`src/rtl/mem_arbiter_pkg.sv`:
```
// Shared constants for the fetch/load-store memory arbiter.
// State encodings and a small width helper used by the arbiter and its watchdog.
package mem_arbiter_pkg;

  localparam int XLEN_DEF = 32;

  localparam logic [1:0] ARB_IDLE   = 2'd0;
  localparam logic [1:0] ARB_WAIT_I = 2'd1;
  localparam logic [1:0] ARB_WAIT_D = 2'd2;

  // Bits needed to hold values 0..max_val, never less than one.
  function automatic int cnt_width(input int max_val);
    return (max_val < 2) ? 1 : $clog2(max_val + 1);
  endfunction

endpackage

```
`src/rtl/arb_watchdog.sv`:
```
// Response watchdog: counts cycles while a response is awaited and flags
// expiry on the TIMEOUT-th waiting cycle. Held at zero when not running.
module arb_watchdog
  import mem_arbiter_pkg::*;
#(
  parameter int TIMEOUT = 255
) (
  input  logic clk,
  input  logic reset,
  input  logic run,
  input  logic clear,
  output logic expire
);

  localparam int TW = cnt_width(TIMEOUT);

  logic [TW-1:0] count;

  always_ff @(posedge clk or negedge reset) begin
    if (!reset) begin
      count <= '0;
    end else if (clear || !run) begin
      count <= '0;
    end else begin
      count <= count + TW'(1);
    end
  end

  assign expire = run && (count == TW'(TIMEOUT - 1));

endmodule

```
`src/rtl/mem_arbiter.sv`:
```
// Arbitrates a single-port memory between instruction fetch and load/store,
// one outstanding read at a time, data-first with a bounded fetch starvation.
module mem_arbiter
  import mem_arbiter_pkg::*;
#(
  parameter int XLEN         = XLEN_DEF,
  parameter int MAX_D_STREAK = 4,
  parameter int TIMEOUT      = 255
) (
  input  logic            clk,
  input  logic            reset,
  input  logic            if_req,
  input  logic [XLEN-1:0] if_addr,
  output logic            if_gnt,
  output logic            if_rvalid,
  output logic [XLEN-1:0] if_rdata,
  input  logic            d_req,
  input  logic [3:0]      d_wea,
  input  logic [XLEN-1:0] d_addr,
  input  logic [XLEN-1:0] d_wdata,
  output logic            d_gnt,
  output logic            d_rvalid,
  output logic [XLEN-1:0] d_rdata,
  output logic            mem_req,
  output logic [XLEN-1:0] mem_addr,
  output logic [3:0]      mem_wea,
  output logic [XLEN-1:0] mem_wdata,
  input  logic            mem_ready,
  input  logic            mem_rvalid,
  input  logic [XLEN-1:0] mem_rdata,
  output logic            err_timeout,
  output logic [1:0]      state_dbg
);

  localparam int SW = cnt_width(MAX_D_STREAK);

  logic [1:0]    state, state_nxt;
  logic [SW-1:0] streak, streak_nxt;
  logic          in_idle, in_wait, pick_i, pick_d, wd_expire, rsp_done;

  // Handshake: a request is accepted in the cycle where mem_req and mem_ready
  // are both high; the granted requester sees its gnt in that same cycle and
  // must hold req/addr/data stable until then.
  assign in_idle = reset && (state == ARB_IDLE);
  assign in_wait = (state == ARB_WAIT_I) || (state == ARB_WAIT_D);

  assign pick_i = if_req && (!d_req || (streak == SW'(MAX_D_STREAK)));
  assign pick_d = d_req && !pick_i;

  assign mem_req   = in_idle && (if_req || d_req);
  assign if_gnt    = mem_req && pick_i && mem_ready;
  assign d_gnt     = mem_req && pick_d && mem_ready;
  assign mem_addr  = !mem_req ? '0 : (pick_d ? d_addr : if_addr);
  assign mem_wea   = (mem_req && pick_d) ? d_wea : 4'h0;
  assign mem_wdata = (mem_req && pick_d) ? d_wdata : '0;

  // Real data on the expiry cycle takes precedence over the timeout.
  assign rsp_done    = in_wait && (mem_rvalid || wd_expire);
  assign err_timeout = wd_expire && !mem_rvalid;

  assign if_rvalid = rsp_done && (state == ARB_WAIT_I);
  assign d_rvalid  = rsp_done && (state == ARB_WAIT_D);
  assign if_rdata  = ((state == ARB_WAIT_I) && mem_rvalid) ? mem_rdata : '0;
  assign d_rdata   = ((state == ARB_WAIT_D) && mem_rvalid) ? mem_rdata : '0;
  assign state_dbg = state;

  arb_watchdog #(
    .TIMEOUT(TIMEOUT)
  ) u_watchdog (
    .clk   (clk),
    .reset (reset),
    .run   (in_wait),
    .clear (rsp_done),
    .expire(wd_expire)
  );

  always_comb begin
    state_nxt = state;
    case (state)
      ARB_IDLE: begin
        if (if_gnt) begin
          state_nxt = ARB_WAIT_I;
        end else if (d_gnt && (d_wea == 4'h0)) begin
          state_nxt = ARB_WAIT_D;
        end
      end
      ARB_WAIT_I, ARB_WAIT_D: begin
        if (rsp_done) state_nxt = ARB_IDLE;
      end
      default: state_nxt = ARB_IDLE;
    endcase
  end

  always_comb begin
    streak_nxt = streak;
    if (if_gnt) begin
      streak_nxt = '0;
    end else if (d_gnt) begin
      if (!if_req) begin
        streak_nxt = '0;
      end else if (streak != SW'(MAX_D_STREAK)) begin
        streak_nxt = streak + SW'(1);
      end
    end
  end

  always_ff @(posedge clk or negedge reset) begin
    if (!reset) begin
      state  <= ARB_IDLE;
      streak <= '0;
    end else begin
      state  <= state_nxt;
      streak <= streak_nxt;
    end
  end

endmodule

```
`config.mk`:
```
export PLATFORM = sky130hd
export DESIGN_NAME = mem_arbiter
export DESIGN_NICKNAME = d
export VERILOG_FILES = /design/src/rtl/mem_arbiter_pkg.sv /design/src/rtl/arb_watchdog.sv /design/src/rtl/mem_arbiter.sv
export SDC_FILE = /design/constraint.sdc
export NUM_CORES = 1
export LEC_CHECK = 0
export ABC_AREA = 0
export CORE_AREA = 2 2 107 109
export DETAILED_ROUTE_END_ITERATION = 16
export DIE_AREA = 0 0 109 111
export PLACE_DENSITY_LB_ADDON = 0.25
export SYNTH_ARGS = -nofsm -noshare
export SYNTH_HDL_FRONTEND = slang
export SYNTH_SLANG_ARGS = --single-unit
```
`constraint.sdc`:
```
create_clock -name clk -period 4.2 [get_ports clk]
set_clock_uncertainty 0.2 [all_clocks]
set_input_delay 0.63 -clock clk [delete_from_list [all_inputs] [get_ports clk]]
set_output_delay 0.63 -clock clk [all_outputs]
set_load 0.01 [all_outputs]
```
After elaboration in Yosys (flattened, before gate mapping)
Cells that the tools add are included.

cells by class
  eq/ne operators = 8
  reduce and logical (&&, ||, !) cells = 31
  multiplexer cells = 15
  add/subtract/negate cells = 2

operators by type and width
  cell                                                              number
  32-bit 2-to-1 mux                                                 5
  1-bit logical AND                                                 16
  3-bit 2-to-1 mux                                                  4
  8-bit by 1-bit adder with 8-bit output (second input constant)    1
  8-bit == test (second input constant)                             1
  8-bit 2-to-1 mux                                                  1
  2-bit 2-to-1 mux                                                  3
  1-bit logical OR                                                  5
  1-bit zero test                                                   4
  4-bit zero test                                                   1
  4-bit 2-to-1 mux                                                  1
  2-bit case mux with 2 select lines                                1
  2-bit AND reduction                                               2
  3-bit by 1-bit adder with 3-bit output (second input constant)    1
  3-bit == test (second input constant)                             1
  3-bit by 1-bit != test with 1-bit output (second input constant)  1
  3-bit by 2-bit != test with 1-bit output (second input constant)  1
  3-bit != test (second input constant)                             1
  2-bit by 1-bit == test with 1-bit output (second input constant)  1
  2-bit == test (second input constant)                             1
  2-bit zero test                                                   1
  2-bit != test (second input constant)                             1
  2-bit nonzero test                                                1
  2-bit OR reduction                                                1

storage, ports and cells
  output and inout bits = 140
  logic and storage cells = 59
  input port bits = 138
  bits in registers = 13

Depth between registers and ports, before layout
Gate-level depths: netlist (run 1).

  depth after elaboration = 11
  mapped depth = 8
  gate-level depth less buffers = 6

Hierarchy
From an unflattened synthesis (run 1), not the netlist that was laid out.

second synthesis, totals
  cells, all modules = 323
  area, all modules = 2,085.8 um2

by module, submodules not included
  module        area an instance (um2)  cells each  instances  seq. area each (um2)
  mem_arbiter   1,709.1                 285         1          125.1
  arb_watchdog  376.6                   38          1          200.2

Worst setup path after synthesis (run 1)
OpenSTA, ideal clock, no wires.

  kind = input-to-output
  start point = in if_req
  end point = out mem_addr[10]
  arrival time = 1.498 ns
  setup slack = 1.872 ns
  required time = 3.370 ns
  buffers on the path = 3
  stages on the path = 7
  path through = buf_6 > nand3_1 > and2_1 > buf_2 > buf_2 > nand2_1 > a21oi_1

on the way
  word-level cells in the longest chain between the ends = 5
  elaborated cells between the ends (all ways) = 7
  classes of those cells = 2 x mux; 5 x reduce/logical

ends and longest elaborated chain
  item                 line               source
  start, declared      mem_arbiter.sv:12  input logic if_req,
  1-bit logical AND    mem_arbiter.sv:47  assign pick_i = if_req && (!d_req || (streak == SW'(MAX_D_STREAK)));
  1-bit zero test      mem_arbiter.sv:48  assign pick_d = d_req && !pick_i;
  1-bit logical AND    mem_arbiter.sv:48
  32-bit 2-to-1 mux    mem_arbiter.sv:53  assign mem_addr = !mem_req ? '0 : (pick_d ? d_addr : if_addr);
  32-bit 2-to-1 mux *  mem_arbiter.sv:53
  end, declared        mem_arbiter.sv:25  output logic [XLEN-1:0] mem_addr,

Every way passes the cells marked *; elsewhere a longest branch is shown, timed or not.

Final worst setup path (run 1)
  start point = in if_req
  end point = out mem_addr[23]

The elaborated chain is that of the path after synthesis.

==> results of run 1 <==
[per-layer routing]
layer	global-route usage (%)	wire length, um	share of wire (%)	vias up
met2	29.0	5110	51	151
met3	4.82	1130	11	8
li1	-	-	-	1573
met1	15.6	3710	37	1394
met4	2.56	73	0.73	0
met5	0	0	0	-
[flip-flops by register name, summed over array words and instances, names as in the netlist]
signal            flops
u_watchdog.count      8
streak                3
state_dbg             2
[kinds of logic (layout without fill, tap and decap cells)]
kind of cell / Yosys count / in the layout / synth area share [%]
adders and majority gates: 7 / 7 / 4.48
AOI/OAI and AO/OA: 46 / 46 / 13.1
DFF: 13 / 13 / 16.6
buffers and inverters: 37 / 296 / 8.32
other: 0 / 1 / 0
xor gates and xnor gates: 6 / 6 / 2.69
and+or+nand+nor: 204 / 204 / 54.8
[cell type report]
| cell class | instances | area share, % |
|---|---|---|
| multi-input combinational | 263 | 29.9 |
| inverter | 8 | 0.612 |
| antenna | 1 | 0.0510 |
| timing repair buffer | 284 | 57.6 |
| clock buffer | 4 | 1.61 |
| sequential | 13 | 6.63 |
| tap | 143 | 3.65 |
[per-stage QoR]
step	util, %	area (um^2)	worst slack (ps)	total power (uW)	std cells
after detailed placement	43.6	4830	709	1110	711
after global routing	44.3	4910	549	1380	715
after global placement	43.6	4830	717	1090	711
after CTS	44.3	4910	700	1290	715
after floorplan	-	1960	1870	596	313
final	44.3	4910	713	1280	716
[cell usage in the layout (no fill, tap or decap), types with 2 or more instances in the layout]
cell type	n
xor2_1	5
clkdlybuf4s50_1	277
dfrtp_1	13
clkbuf_16	3
nor2_1	13
nand2_1	69
a31oi_1	2
nand4_1	3
nand3_1	8
a21oi_1	35
ha_1	7
inv_1	8
and2_1	38
and3_1	65
o21ai_0	5
buf_4	7
[cells in the mapped netlist (2+ instances only)]
master,n
and3_1,65
o21ai_0,5
nor2_1,13
clkbuf_1,17
and2_1,38
a31oi_1,2
xor2_1,5
a21oi_1,35
nand3_1,8
dfrtp_1,13
nand2_1,69
nand4_1,3
clkbuf_2,2
inv_1,8
ha_1,7
buf_2,8
[how the worst max path moves through the flow]
stage	slack, ps	cells after the start	to	start
floorplan	1870	7	mem_addr[10]	if_req
global placement	720	7	mem_addr[23]	if_req
detailed placement	710	7	mem_addr[23]	if_req
CTS	700	7	mem_addr[23]	if_req
global route	550	7	mem_addr[23]	if_req
finish	710	7	mem_addr[23]	if_req
[report_power, final]
group | internal, uW | total [uW] | switching, uW
clock | 128 | 178 | 50.4
sequential | 145 | 167 | 21.6
combinational | 504 | 936 | 432
[worst max-delay path, delay by kind of cell]
family	cells	cell delay, ps
compound gates	1	180
buf+inv	3	1520
simple gates	3	300
==> summary.md, run 1 <==
| Metric | Value |
|---|---|
| Hold_sp | `u_watchdog.count[0]` |
| Row Count | `39` |
| Gpl congestion | `0.797` |
| Largest net degree at the start of global routing | `67` |
| Netlist cell types | `31` |
| P_leak | `0.00212 uW` |
| Residual DRC | `0` |
| Clk_lat worst skew | `240 ps` |
| Longest Clk Path Bufs | `2` |
| Final Hold Violating Endpoints | `0` |
| Register area | `325 um^2` |
| Reg2reg start | `state_dbg[0]` |
| Post-Syn Area | `1960 um^2` |
| Top cell type's share of synthesized area | `20.8%` |
| Setup violations, final | `0` |
| Starting Density | `17.7%` |
| Startpoint Class | `input port` |
| Status | `finished clean` |
| Syn_area_per_cell | `6.25 um^2` |
| First-pass GRT wire length | `14900 um` |
| Worst-Margin Slew | `1040 ps` |
| FFs w/ async S/R, synth | `100%` |
| Post-cts sizing count | `0` |
| Fin Setup TNS | `0 ps` |
| Area of the multi-input gates | `1470 um^2` |
| Die Width | `109 um` |
| Grt ovf | `0` |
| Yosys reg bits | `13` |
| Vias in the first global route | `2961` |
| Pwr Density | `261 nW/um^2` |
| Synth area leaders | `and3_1, dfrtp_1, nand2_1` |
| Tcrit/Tclk final | `83.0%` |
| Vias | `3126` |
| Die Ht | `111 um` |
| Reg-to-reg slack, setup | `2160 ps` |
| Worst R2R End | `state_dbg[0]` |
| Ys flop type | `dfrtp_1` |
| Crit path DAT | `2660 ps` |
| Slew headroom | `30.9%` |
| Clock slew at reported path FFs | `50 ps` |
| CP required | `3370 ps` |
| Layout cells sized above 1 | `2.45%` |
| RSZ-0062 raised after global routing | `false` |
| CP peak stage delay | `640 ps` |
| Slowest stage cell on the critical path | `clkdlybuf4s50_1` |
| Post-DP HPWL | `8080 um` |
| H-tree Lvls | `1` |
| Core area | `11100 um^2` |
| Peak VDD IR | `149 uV` |
| FF-to-FF path depth | `7` |
| Ys Warns | `0` |
| Routed wire length | `10000 um` |
| Detail Route Antenna Nets | `0` |
| Clock Sinks | `13` |
| Max-cap violations | `0` |
| Hold_ws | `341 ps` |
| Hold_buf cts | `0` |
| Clk root buf | `clkbuf_16` |
| Initial antenna violation count | `2` |
| Net Count, Synth | `458` |
| CP max FO | `32` |
| Ports | `278` |
| GRT Total Usage | `15.1%` |
| Critical path class | `in -> out` |
| Post-Synthesis Cells | `313` |
| Critical Path, Cell by Cell | `clkdlybuf4s50_1 > nand3_1 > nand2_1 > buf_4 > nand2_1 > a21oi_1 > clkdlybuf4s50_1` |
| Final worst path period need | `3490 ps` |
| TritonRoute pass-1 iters | `4` |
| CTS buffer count | `3` |
| Vias/cell | `4.37` |
| Fillers | `1121` |
| Endpoint, Worst Hold | `u_watchdog.count[0]` |
| Yosys top cell by area | `and3_1` |
| CTS tree | `built` |
| Slew Limit Fails | `0` |
| Sequential cell area fraction in the yosys report | `16.6%` |
| WHS Path Cells | `1` |
| Final #Nets | `718` |
| Total setup buffers inserted after CTS | `0` |
| CP Capture Type | `output port` |
| Area growth, synth to finish | `151%` |
| First DRT Iteration DRCs | `167` |
| EDFF count, synth | `0` |
| Die area | `12100 um^2` |
| Hold Path Class | `reg -> reg` |
| Avg WL per Cell | `14.0 um` |
| FMAX | `287 MHz` |
| PortBufs | `277` |
No activity file was read; power rests on OpenSTA's default activity.
==> run 2, diff against run 1 <==
--- a/config.mk
+++ b/config.mk
@@ -6,9 +6,9 @@
 export NUM_CORES = 1
 export LEC_CHECK = 0
 export ABC_AREA = 0
-export CORE_AREA = 2 2 107 109
+export CORE_AREA = 2 2 109 111
 export DETAILED_ROUTE_END_ITERATION = 16
-export DIE_AREA = 0 0 109 111
+export DIE_AREA = 0 0 111 113
 export PLACE_DENSITY_LB_ADDON = 0.25
 export SYNTH_ARGS = -nofsm -noshare
 export SYNTH_HDL_FRONTEND = slang
==> constraint.sdc (replaced) <==
create_clock -name clk -period 3.3 [get_ports clk]
set_clock_uncertainty 0.2 [all_clocks]
set_input_delay 0.495 -clock clk [delete_from_list [all_inputs] [get_ports clk]]
set_output_delay 0.495 -clock clk [all_outputs]
set_load 0.01 [all_outputs]
==> run 2 against run 1 <==
Wire length is essentially flat. Sequential cell count is the same. Non-clock buffer count grew 6. Power grew 30%. Global-route usage shrank 0.76 points. Via count grew 0.80%. Clock power grew 25%. Largest cell class unchanged. Highest routed layer unchanged. Critical path type unchanged. Hold slack lost 6.0 ps. Cell count grew 0.70%.
==> summary.md, run 2 (synthesis gave the netlist of run 1 again) <==
| Metric | Value |
|---|---|
| Clock Sinks | `13 (unchanged)` |
| Register area | `325 um^2 (unchanged)` |
| Hold_sp | `u_watchdog.count[0]` |
| Row Count | `39 (unchanged)` |
| Longest Clk Path Bufs | `2 (unchanged)` |
| Reg-to-reg slack, setup | `1240 ps (-920 ps)` |
| PortBufs | `277 (unchanged)` |
| Antenna Cells | `0 (-1)` |
| FF-to-FF path depth | `8 (+1)` |
| First-pass GRT wire length | `15100 um (+1.1%)` |
| Internal power | `1030 uW (+32%)` |
| Endpoint, Worst Hold | `u_watchdog.count[0]` |
| H-tree Lvls | `1 (unchanged)` |
| CP required | `2600 ps (-770 ps)` |
| Vias in the first global route | `2920 (-1.4%)` |
| Most common cell after layout, fill and taps aside | `clkdlybuf4s50_1` |
| Clk_lat worst skew | `240 ps (about the same)` |
| Peak VDD IR | `196 uV (+31%)` |
| Gpl congestion | `0.837 (+5.1%)` |
| Area of the multi-input gates | `1470 um^2 (unchanged)` |
| Residual DRC | `0 (unchanged)` |
| Total setup buffers inserted after CTS | `0 (unchanged)` |
| Sw Ratio | `38.5% (-0.83 points)` |
| Hold_ws | `335 ps (-6.04 ps)` |
| Die Ht | `113 um (+1.8%)` |
| Most frequent cells in the layout | `clkdlybuf4s50_1, nand2_1, and3_1` |
| Routed wire length | `10000 um (about the same)` |
| Ports | `278 (unchanged)` |
| Max reg flops | `8 (unchanged)` |
| Crit path DAT | `2340 ps (-320 ps)` |
| TritonRoute pass-1 iters | `4 (unchanged)` |
| Hold Path Class | `reg -> reg` |
| Startpoint Class | `input port` |
| CP max FO | `42 (+31%)` |
| Sequential share of power | `12.8% (-0.2 points)` |
| RSZ-0062 raised after global routing | `false` |
| Initial antenna violation count | `0 (-2)` |
| Clock slew at reported path FFs | `40 ps (about the same)` |
| Post-DP HPWL | `8080 um (about the same)` |
| Avg WL per Cell | `13.9 um (-0.73%)` |
| P_leak | `0.00217 uW (+2.2%)` |
| Fillers | `1122 (+0.089%)` |
| Reg2reg start | `state_dbg[0]` |
| CP Capture Type | `output port` |
| Final Hold Violating Endpoints | `0 (unchanged)` |
| CTS buffer count | `3 (unchanged)` |
| Vias/cell | `4.37 (+0.10%)` |
| Slew Limit Fails | `0 (unchanged)` |
| Critical path class | `in -> out` |
| Worst-Margin Slew | `416 ps (-620 ps)` |
| Register bank with the most flops | `u_watchdog.count` |
| Post-cts sizing count | `0 (unchanged)` |
| Psw | `642 uW (+27%)` |
| Die area | `12500 um^2 (+3.7%)` |
| Largest net degree at the start of global routing | `43 (-36%)` |
| GRT Total Usage | `14.3% (-0.76 points)` |
| Tcrit/Tclk final | `91.9%` |
| CTS tree | `built` |
| Logic pwr share | `73.9% (+0.8 points)` |
| Area growth, synth to finish | `156%` |
| Hold_buf cts | `0 (unchanged)` |
| Setup violations, final | `0 (unchanged)` |
| Status | `finished clean` |
| Final worst path period need | `3030 ps` |
| Layout cells sized above 1 | `3.46% (+1.0 points)` |
| Fin Setup TNS | `0 ps (unchanged)` |
| Detail Route Antenna Nets | `0 (unchanged)` |
| Core area | `11300 um^2 (+1.8%)` |
| Die Width | `111 um (+1.8%)` |
| First DRT Iteration DRCs | `189 (+13%)` |
| Worst R2R End | `state_dbg[1]` |
| FMAX | `330 MHz` |
| Grt ovf | `0 (unchanged)` |
| Vias | `3151 (+0.80%)` |
| Clk pwr share | `13.3% (-0.6 points)` |
| Final #Nets | `724 (+0.84%)` |
| Starting Density | `17.3% (-0.31 points)` |
| WHS Path Cells | `1 (unchanged)` |
| Max-cap violations | `0 (unchanged)` |
| Slew headroom | `72.0% (+41 points)` |
| Pwr Density | `334 nW/um^2 (+28%)` |
| Clk root buf | `clkbuf_16` |
-- run 2: cell types whose count changed in the layout (fill, tap and decap cells not counted) --
cell     change
buf_4        +1
diode_2      -1
buf_12       +4
buf_2        +1
-- run 2: critical path: stages --
cell	delay [ps]
clkdlybuf4s50_1	690
buf_4	360
and3_1	220
clkdlybuf4s50_1	560
-- run 2: layer usage --
metal | vias up | global-route usage, % | part of all wire (%)
li1 | 1581 | - | -
met1 | 1414 | 16.3 | 39
met2 | 152 | 28.0 | 53
met3 | 4 | 2.68 | 7.5
met4 | 0 | 2.33 | 0.52
met5 | - | 0 | 0
-- run 2: area by class of cell --
class | instances | share of cell area, %
Timing Repair Buffer | 290 | 58.4
Multi-Input combinational cell | 263 | 29.4
Sequential cell | 13 | 6.51
Tap cell | 143 | 3.58
Clock buffer | 4 | 1.58
Inverter | 8 | 0.601
-- run 2: worst max-delay path by stage --
| stage | to | from |
|---|---|---|
| floorplan | mem_wdata[11] | state_dbg[0] |
| global placement | mem_addr[30] | d_req |
| detailed placement | mem_addr[30] | d_req |
| CTS | mem_addr[30] | d_req |
| global route | d_rdata[22] | mem_rvalid |
| finish | if_rdata[4] | mem_rvalid |
-- run 2: per-stage QoR --
stage / power [uW] / area, um^2 / util, % / std cells / worst slack, ps
floorplan: 758 / 1960 / - / 313 / 1200
global placement: 1440 / 4910 / 43.6 / 716 / 274
detailed placement: 1450 / 4910 / 43.6 / 716 / 255
CTS: 1680 / 4990 / 44.3 / 720 / 255
global route: 1780 / 5000 / 44.3 / 721 / 178
finish: 1670 / 5000 / 44.3 / 721 / 269
-- run 2: power groups by stage --
stage	Clock, uW	Combinational, uW	Sequential [uW]
global route	235	1330	218
CTS	228	1240	213
global placement	0	1220	213
detailed placement	0	1230	215
finish	223	1230	213
floorplan	0	547	211
==> run 3, diff against run 2 <==
--- a/config.mk
+++ b/config.mk
@@ -6,7 +6,7 @@
 export NUM_CORES = 1
 export LEC_CHECK = 0
 export ABC_AREA = 0
-export CORE_AREA = 2 2 109 111
+export CORE_AREA = 5 5 106 108
 export DETAILED_ROUTE_END_ITERATION = 16
 export DIE_AREA = 0 0 111 113
 export PLACE_DENSITY_LB_ADDON = 0.25
==> run 3 against run 2 <==
Fmax shrank 1.6%. Die area did not move. Sequential share of layout area up 0.062 points. Sequential cell count is the same. Clock-buffer cell count did not move. Register-to-register slack barely moved. First-iteration DRC count down 5.3%. Via count is 0.86% lower. Combinational power about the same. Critical path type unchanged. Critical endpoint is now mem_addr[23]. Largest power group unchanged.
==> summary.md, run 3 (synthesis gave the netlist of run 1 again) <==
| Metric | Value |
|---|---|
| Status | `finished clean` |
| CP required | `2600 ps (about the same)` |
| Starting Density | `19.3% (+1.9 points)` |
| Clk pwr share | `8.6% (-4.7 points)` |
| Ports | `278 (unchanged)` |
| Cells after DPL | `709 (-0.98%)` |
| H-tree Lvls | `1 (unchanged)` |
| Most common cell after layout, fill and taps aside | `clkdlybuf4s50_1` |
| Tcrit/Tclk final | `93.4% (+1.5 points)` |
| Slew Limit Fails | `0 (unchanged)` |
| Largest net degree at the start of global routing | `40 (-7.0%)` |
| Row Count | `37 (-5.1%)` |
| Longest Clk Path Bufs | `2 (unchanged)` |
| RSZ-0062 raised after global routing | `false` |
| CTS buffer count | `3 (unchanged)` |
| Post-cts sizing count | `0 (unchanged)` |
| Worst-Margin Slew | `823 ps (+407 ps)` |
| Vias in the first global route | `3086 (+5.7%)` |
| CP Capture Type | `output port` |
| Clock Sinks | `13 (unchanged)` |
| Area growth, synth to finish | `153%` |
| Detail Route Antenna Nets | `0 (unchanged)` |
| Setup violations, final | `0 (unchanged)` |
| Post-DP HPWL | `8690 um (+7.5%)` |
| Residual DRC | `0 (unchanged)` |
| Die area | `12500 um^2 (unchanged)` |
| Sw Ratio | `40.1% (+1.6 points)` |
| Slowest stage cell on the critical path | `clkdlybuf4s50_1` |
| Fin Setup TNS | `0 ps (unchanged)` |
| CP max FO | `32 (-24%)` |
| First DRT Iteration DRCs | `179 (-5.3%)` |
| Fin cells | `713 (-1.1%)` |
| Routed wire length | `10400 um (+3.8%)` |
| Final Total Pwr | `1580 uW (-5.5%)` |
| Vias | `3124 (-0.86%)` |
| Pwr Density | `318 nW/um^2 (-4.6%)` |
| Most frequent cells in the layout | `clkdlybuf4s50_1, nand2_1, and3_1` |
| FMAX | `325 MHz (-1.6%)` |
| CP peak stage delay | `590 ps (-100 ps)` |
| First-pass GRT wire length | `15800 um (+5.1%)` |
| P_leak | `0.00215 uW (-0.84%)` |
| Clk_lat worst skew | `240 ps (about the same)` |
| Sequential share of power | `13.4% (+0.6 points)` |
| Internal power | `945 uW (-7.9%)` |
| Fillers | `959 (-15%)` |
| Hold Path Class | `reg -> reg` |
| Final Hold Violating Endpoints | `0 (unchanged)` |
| Core area | `10100 um^2 (-10%)` |
| Critical Path, Cell by Cell | `clkdlybuf4s50_1 > nand3_1 > nand2_1 > buf_12 > nand2_1 > a21oi_1 > clkdlybuf4s50_1` |
| Antenna Cells | `0 (unchanged)` |
| Post-route setup slack | `219 ps (-49.4 ps)` |
| Grt ovf | `0 (unchanged)` |
| Max-cap violations | `0 (unchanged)` |
| Startpoint Class | `input port` |
| Final instance area | `4950 um^2 (-0.95%)` |
| PortBufs | `277 (unchanged)` |
| Register bank with the most flops | `u_watchdog.count` |
| Total setup buffers inserted after CTS | `0 (unchanged)` |
| Critical path class | `in -> out` |
| Final worst path period need | `3080 ps (+49.4 ps)` |
| Crit path DAT | `2390 ps (+50 ps)` |
| GRT Total Usage | `15.0% (+0.66 points)` |
| Peak VDD IR | `154 uV (-21%)` |
| Critical path buffer and inverter count | `3 (unchanged)` |
| DP Area | `4910 um^2 (-0.18%)` |
| Clock slew at reported path FFs | `50 ps (about the same)` |
| Layout cells sized above 1 | `3.29% (-0.17 points)` |
| Crit path max-delay family | `buffers and inverters` |
| Gpl congestion | `0.836 (-0.14%)` |
| CTS tree | `built` |
| Initial antenna violation count | `0 (unchanged)` |
| Logic pwr share | `77.9% (+4.0 points)` |
| TritonRoute pass-1 iters | `6 (+2)` |
| Avg WL per Cell | `14.6 um (+5.0%)` |
| Hold_buf cts | `0 (unchanged)` |
| Final #Nets | `723 (-0.14%)` |
| Clk root buf | `clkbuf_8` |
| Dpl ws | `205 ps (-50.1 ps)` |
| Die Width | `111 um (unchanged)` |
| Vias/cell | `4.38 (+0.26%)` |
| Die Ht | `113 um (unchanged)` |
| Slew headroom | `44.8% (-27 points)` |
| Max reg flops | `8 (unchanged)` |
| Psw | `631 uW (-1.7%)` |
==> run 3: cell count changes in the layout (fill, tap and decap cells not counted) <==
cell	change
buf_2	-1
clkbuf_16	-3
clkbuf_8	+3
o21ai_0	-1
o21ai_1	+1
==> run 3: path summary, 6_finish.rpt <==
path,from,endpoint,slack (ps),cells after the start
setup / recovery,if_req,mem_addr[23],220,7
hold / removal,u_watchdog.count[0],u_watchdog.count[0],340,1
setup reg to reg,state_dbg[0],state_dbg[1],1250,6
hold reg to reg,u_watchdog.count[0],u_watchdog.count[0],340,1
max in group asynchronous,reset,state_dbg[1],2230,2
min in group asynchronous,reset,u_watchdog.count[4],510,2
==> run 3: cell type report <==
cell class,count,area [um^2],share of cell area (%)
Inverter,8,30.0,0.607
Multi-Input combinational cell,263,1470,29.6
Clock buffer,4,45.0,0.910
Sequential cell,13,325,6.57
Timing Repair Buffer,289,2910,58.8
Tap cell,136,170,3.44
==> run 3: through the flow <==
step                      util [%]  hold WS, ps
after floorplan                  -       -0.591
after global placement        48.4          325
after detailed placement      48.4          333
after CTS                     48.8          342
after global routing          48.8          365
final                         48.8          343
==> run 3: power groups by stage <==
stage                     Clock (uW)  Combinational [uW]  Sequential, uW
after detailed placement           0                1240             214
after CTS                        141                1240             212
after floorplan                    0                 547             211
final                            136                1230             212
after global routing             148                1320             216
after global placement             0                1220             213
==> run 3: layer usage <==
metal | up-vias | wire length (um) | track usage [%]
met2 | 151 | 5580 | 30.0
met1 | 1389 | 3870 | 15.2
li1 | 1574 | - | -
met3 | 10 | 856 | 4.76
met5 | - | 0 | 0
met4 | 0 | 103 | 2.55
==> run 3: worst reg2reg max path, stage by stage, from the launching register on <==
cell and delay (ps):
dfrtp_1 390, inv_1 90, ha_1 310, nor2b_1 140
o21ai_1 460, a41oi_1 220, a21oi_1 160
==> patch 1 (settings of run 3) <==
Change the package constant `XLEN_DEF` from 32 to 36.
--- a/src/rtl/mem_arbiter_pkg.sv
+++ b/src/rtl/mem_arbiter_pkg.sv
@@ -4,3 +4,3 @@
 
-  localparam int XLEN_DEF = 32;
+  localparam int XLEN_DEF = 36;
 
Interface: changed (8 resized); port bits go from 278 to 310. The function was not compared with the original's and may differ.
==> patch 1 against run 3 <==
Fmax is 1.6% higher. Routed wire length rose by 33%. Largest power group unchanged. Sequential cell count unchanged. Critical endpoint is now if_gnt. Setup slack improved by 0.048 ns. Global-route usage increased by 5.2 points. Combinational power is 11% higher. First-iteration DRC count fell by 2.2%. Synthesized area rose by 8.3%. Power grew 9.1%. Final area is 9.0% higher. Worst hold slack worse by 0.070 ns.
==> patch 1: results (changes against run 3) <==
outcome: complete, no violations
post-DP HPWL: 11.5 mm (+33%)
CP Max Fanout: 38 (+19%)
synthesized cell area: 0.00212 mm² (+8.3%)
post-placement cell count: 763 (+7.6%)
Seq Cell Count: 13 (unchanged)
WL final: 13.8 mm (+33%)
compound-cell area share of the yosys netlist: 13.0% (-0.049 points)
grt met1 use: 20.2% (+5.0 points)
sw frac: 41.7% (+1.7 points)
sequential share of the synthesized area: 15.4% (-1.3 points)
Mapped Nets: 500 (+9.2%)
clock-cell share of area: 0.835% (-0.075 points)
Slew HR: 46.7% (+2.0 points)
Met3 Routed Length: 1.34 mm (+57%)
ranking of synthesized cells by area: and3_1, dfrtp_1, nand2_1
layout cell share with drive strength beyond 1: 3.17% (-0.12 points)
Setup WS pre-CTS: 0.254 ns (+0.0486 ns)
crit path DAT: 2.34 ns (-0.05 ns)
initial antenna violation count: 3 (+3)
Mapped Cells: 339 (+8.3%)
first-pass GRT wire length: 20.2 mm (+27%)
vias in the first global route: 3,482 (+13%)
GP Congestion: 0.956 (+14%)
Post-DP Area: 0.00535 mm² (+9.0%)
patch 1: changes by cell type in the layout (fill, tap and decap cells not counted), moves of 2 or more:
cell                    run 3  this run
a21oi_1                    35        39
and2_1                     38        42
and3_1                     65        73
buf_4                       8         6
clkdlybuf4s50_1           277       309
diode_2                     0         2
nand2_1                    69        76
patch 1: worst max path at each step:
stage | endpoint | slack (ns) | depth (start not counted)
6_report | if_gnt | 0.27 | 6
5_1_grt | mem_wdata[14] | 0.15 | 6
4_1_cts | if_gnt | 0.24 | 6
3_5_place_dp | if_gnt | 0.25 | 6
3_3_place_gp | if_gnt | 0.27 | 6
2_1_floorplan | mem_addr[26] | 1.19 | 6
patch 1: power by group through the flow:
stage | sequential [mW] | combinational (mW) | clock (mW)
3_3_place_gp | 0.212 | 1.35 | 0
3_5_place_dp | 0.215 | 1.37 | 0
5_1_grt | 0.216 | 1.47 | 0.149
6_report | 0.212 | 1.37 | 0.142
4_1_cts | 0.212 | 1.38 | 0.144
2_1_floorplan | 0.211 | 0.618 | 0
==> patch 2 (settings of run 3) <==
Without the edit above. Reset style: synchronous (`reset`), changed in 2 clocked blocks.
--- a/src/rtl/arb_watchdog.sv
+++ b/src/rtl/arb_watchdog.sv
@@ -18,3 +18,3 @@
 
-  always_ff @(posedge clk or negedge reset) begin
+  always_ff @(posedge clk) begin
     if (!reset) begin
--- a/src/rtl/mem_arbiter.sv
+++ b/src/rtl/mem_arbiter.sv
@@ -106,3 +106,3 @@
 
-  always_ff @(posedge clk or negedge reset) begin
+  always_ff @(posedge clk) begin
     if (!reset) begin
Check against the original RTL: differs if reset is asserted again (counterexample within 4 cycles, from zero or initial values and one cycle with reset low); with reset held inactive, the same outputs for 10 cycles.
==> patch 2 against run 3 <==
Register-to-register slack better by 0.16 ns. Final area is 2.1% lower. Via count is 1.8% higher. Setup slack worse by 0.14 ns. Non-clock buffer count is 3 lower. Routed wire length is 15% higher. Global-route usage is 2.3 points higher. Utilization is 1.0 points lower. Critical path type unchanged. Sequential cell count stayed put. Synthesized area is 2.9% lower.
Power is not compared: it rests on default switching activity, and its combinational part moved more than twofold at a synthesized area within 25%.
==> patch 2: results (changes against run 3) <==
outcome: complete, no violations
internal reg-to-reg setup slack: 1.41 ns (+0.16 ns)
Met3 Routed Length: 766 µm (-11%)
unique cell type count in the Yosys netlist: 32 (+3.2%)
crit path DAT: 2.52 ns (+0.13 ns)
FMAX: 311 MHz (-4.2%)
sequential share of the synthesized area: 13.7% (-2.9 points)
Reg-to-Reg Start: state_dbg[0]
Async SR Flop Fraction: 0% (-100 points)
WL/cell: 16.9 µm (+15%)
ys flop type: dfxtp_1
nets: 719 (-0.55%)
Hold EP: u_watchdog.count[0]
crit path to: mem_addr[9]
Synth top cells by count: and3_1, nand2_1, a21oi_1
grt met1 use: 20.6% (+5.4 points)
Iter 0 DRT Violations: 183 (+2.2%)
post-synthesis xor/xnor area fraction: 3.69% (+1.0 points)
vias post-DR: 3,179 (+1.8%)
WL met1: 4.66 mm (+20%)
Post-Synth Adder-Cell Area: 4.61% (+0.13 points)
Hold Crit Start: u_watchdog.count[0]
first-pass GRT wire length: 17.8 mm (+12%)
GR Util met3: 2.51% (-2.2 points)
mux contribution to synthesized area: 0.527% (+0.53 points)
reg2reg end: u_watchdog.count[4]
WL met2: 6.25 mm (+12%)
Post-DP Area: 0.00480 mm² (-2.1%)
[patch 2: cell count changes in the layout (fill, tap and decap cells not counted), sizes merged, moves of 2 or more]
cell	delta
o21ai	-2
dfxtp	+13
and3	+36
dfrtp	-13
and2	-36
xor2	-2
nor3	+4
nand3	-2
buf	-3
a31oi	-2
xnor2	+4
[patch 2: cell type report]
cell class / count / area (µm²) / share of cell area [%]
Tap cell: 136 / 170 / 3.51
Timing Repair Buffer: 286 / 2870 / 59.1
Inverter: 9 / 33.8 / 0.697
Sequential cell: 13 / 260 / 5.37
Clock buffer: 4 / 45.0 / 0.930
Multi-Input combinational cell: 261 / 1470 / 30.4
[patch 2: critical path: cells and delay by family]
kind / cells / cell delay [ns]
buf+inv: 3 / 1.31
simple gates: 3 / 0.44
compound gates: 1 / 0.24
[patch 2: where the power goes]
part / total (mW) / switching, mW / internal (mW)
registers: 0.161 / 0.00218 / 0.159
logic: 0.439 / 0.166 / 0.273
clock network: 0.141 / 0.0559 / 0.0853
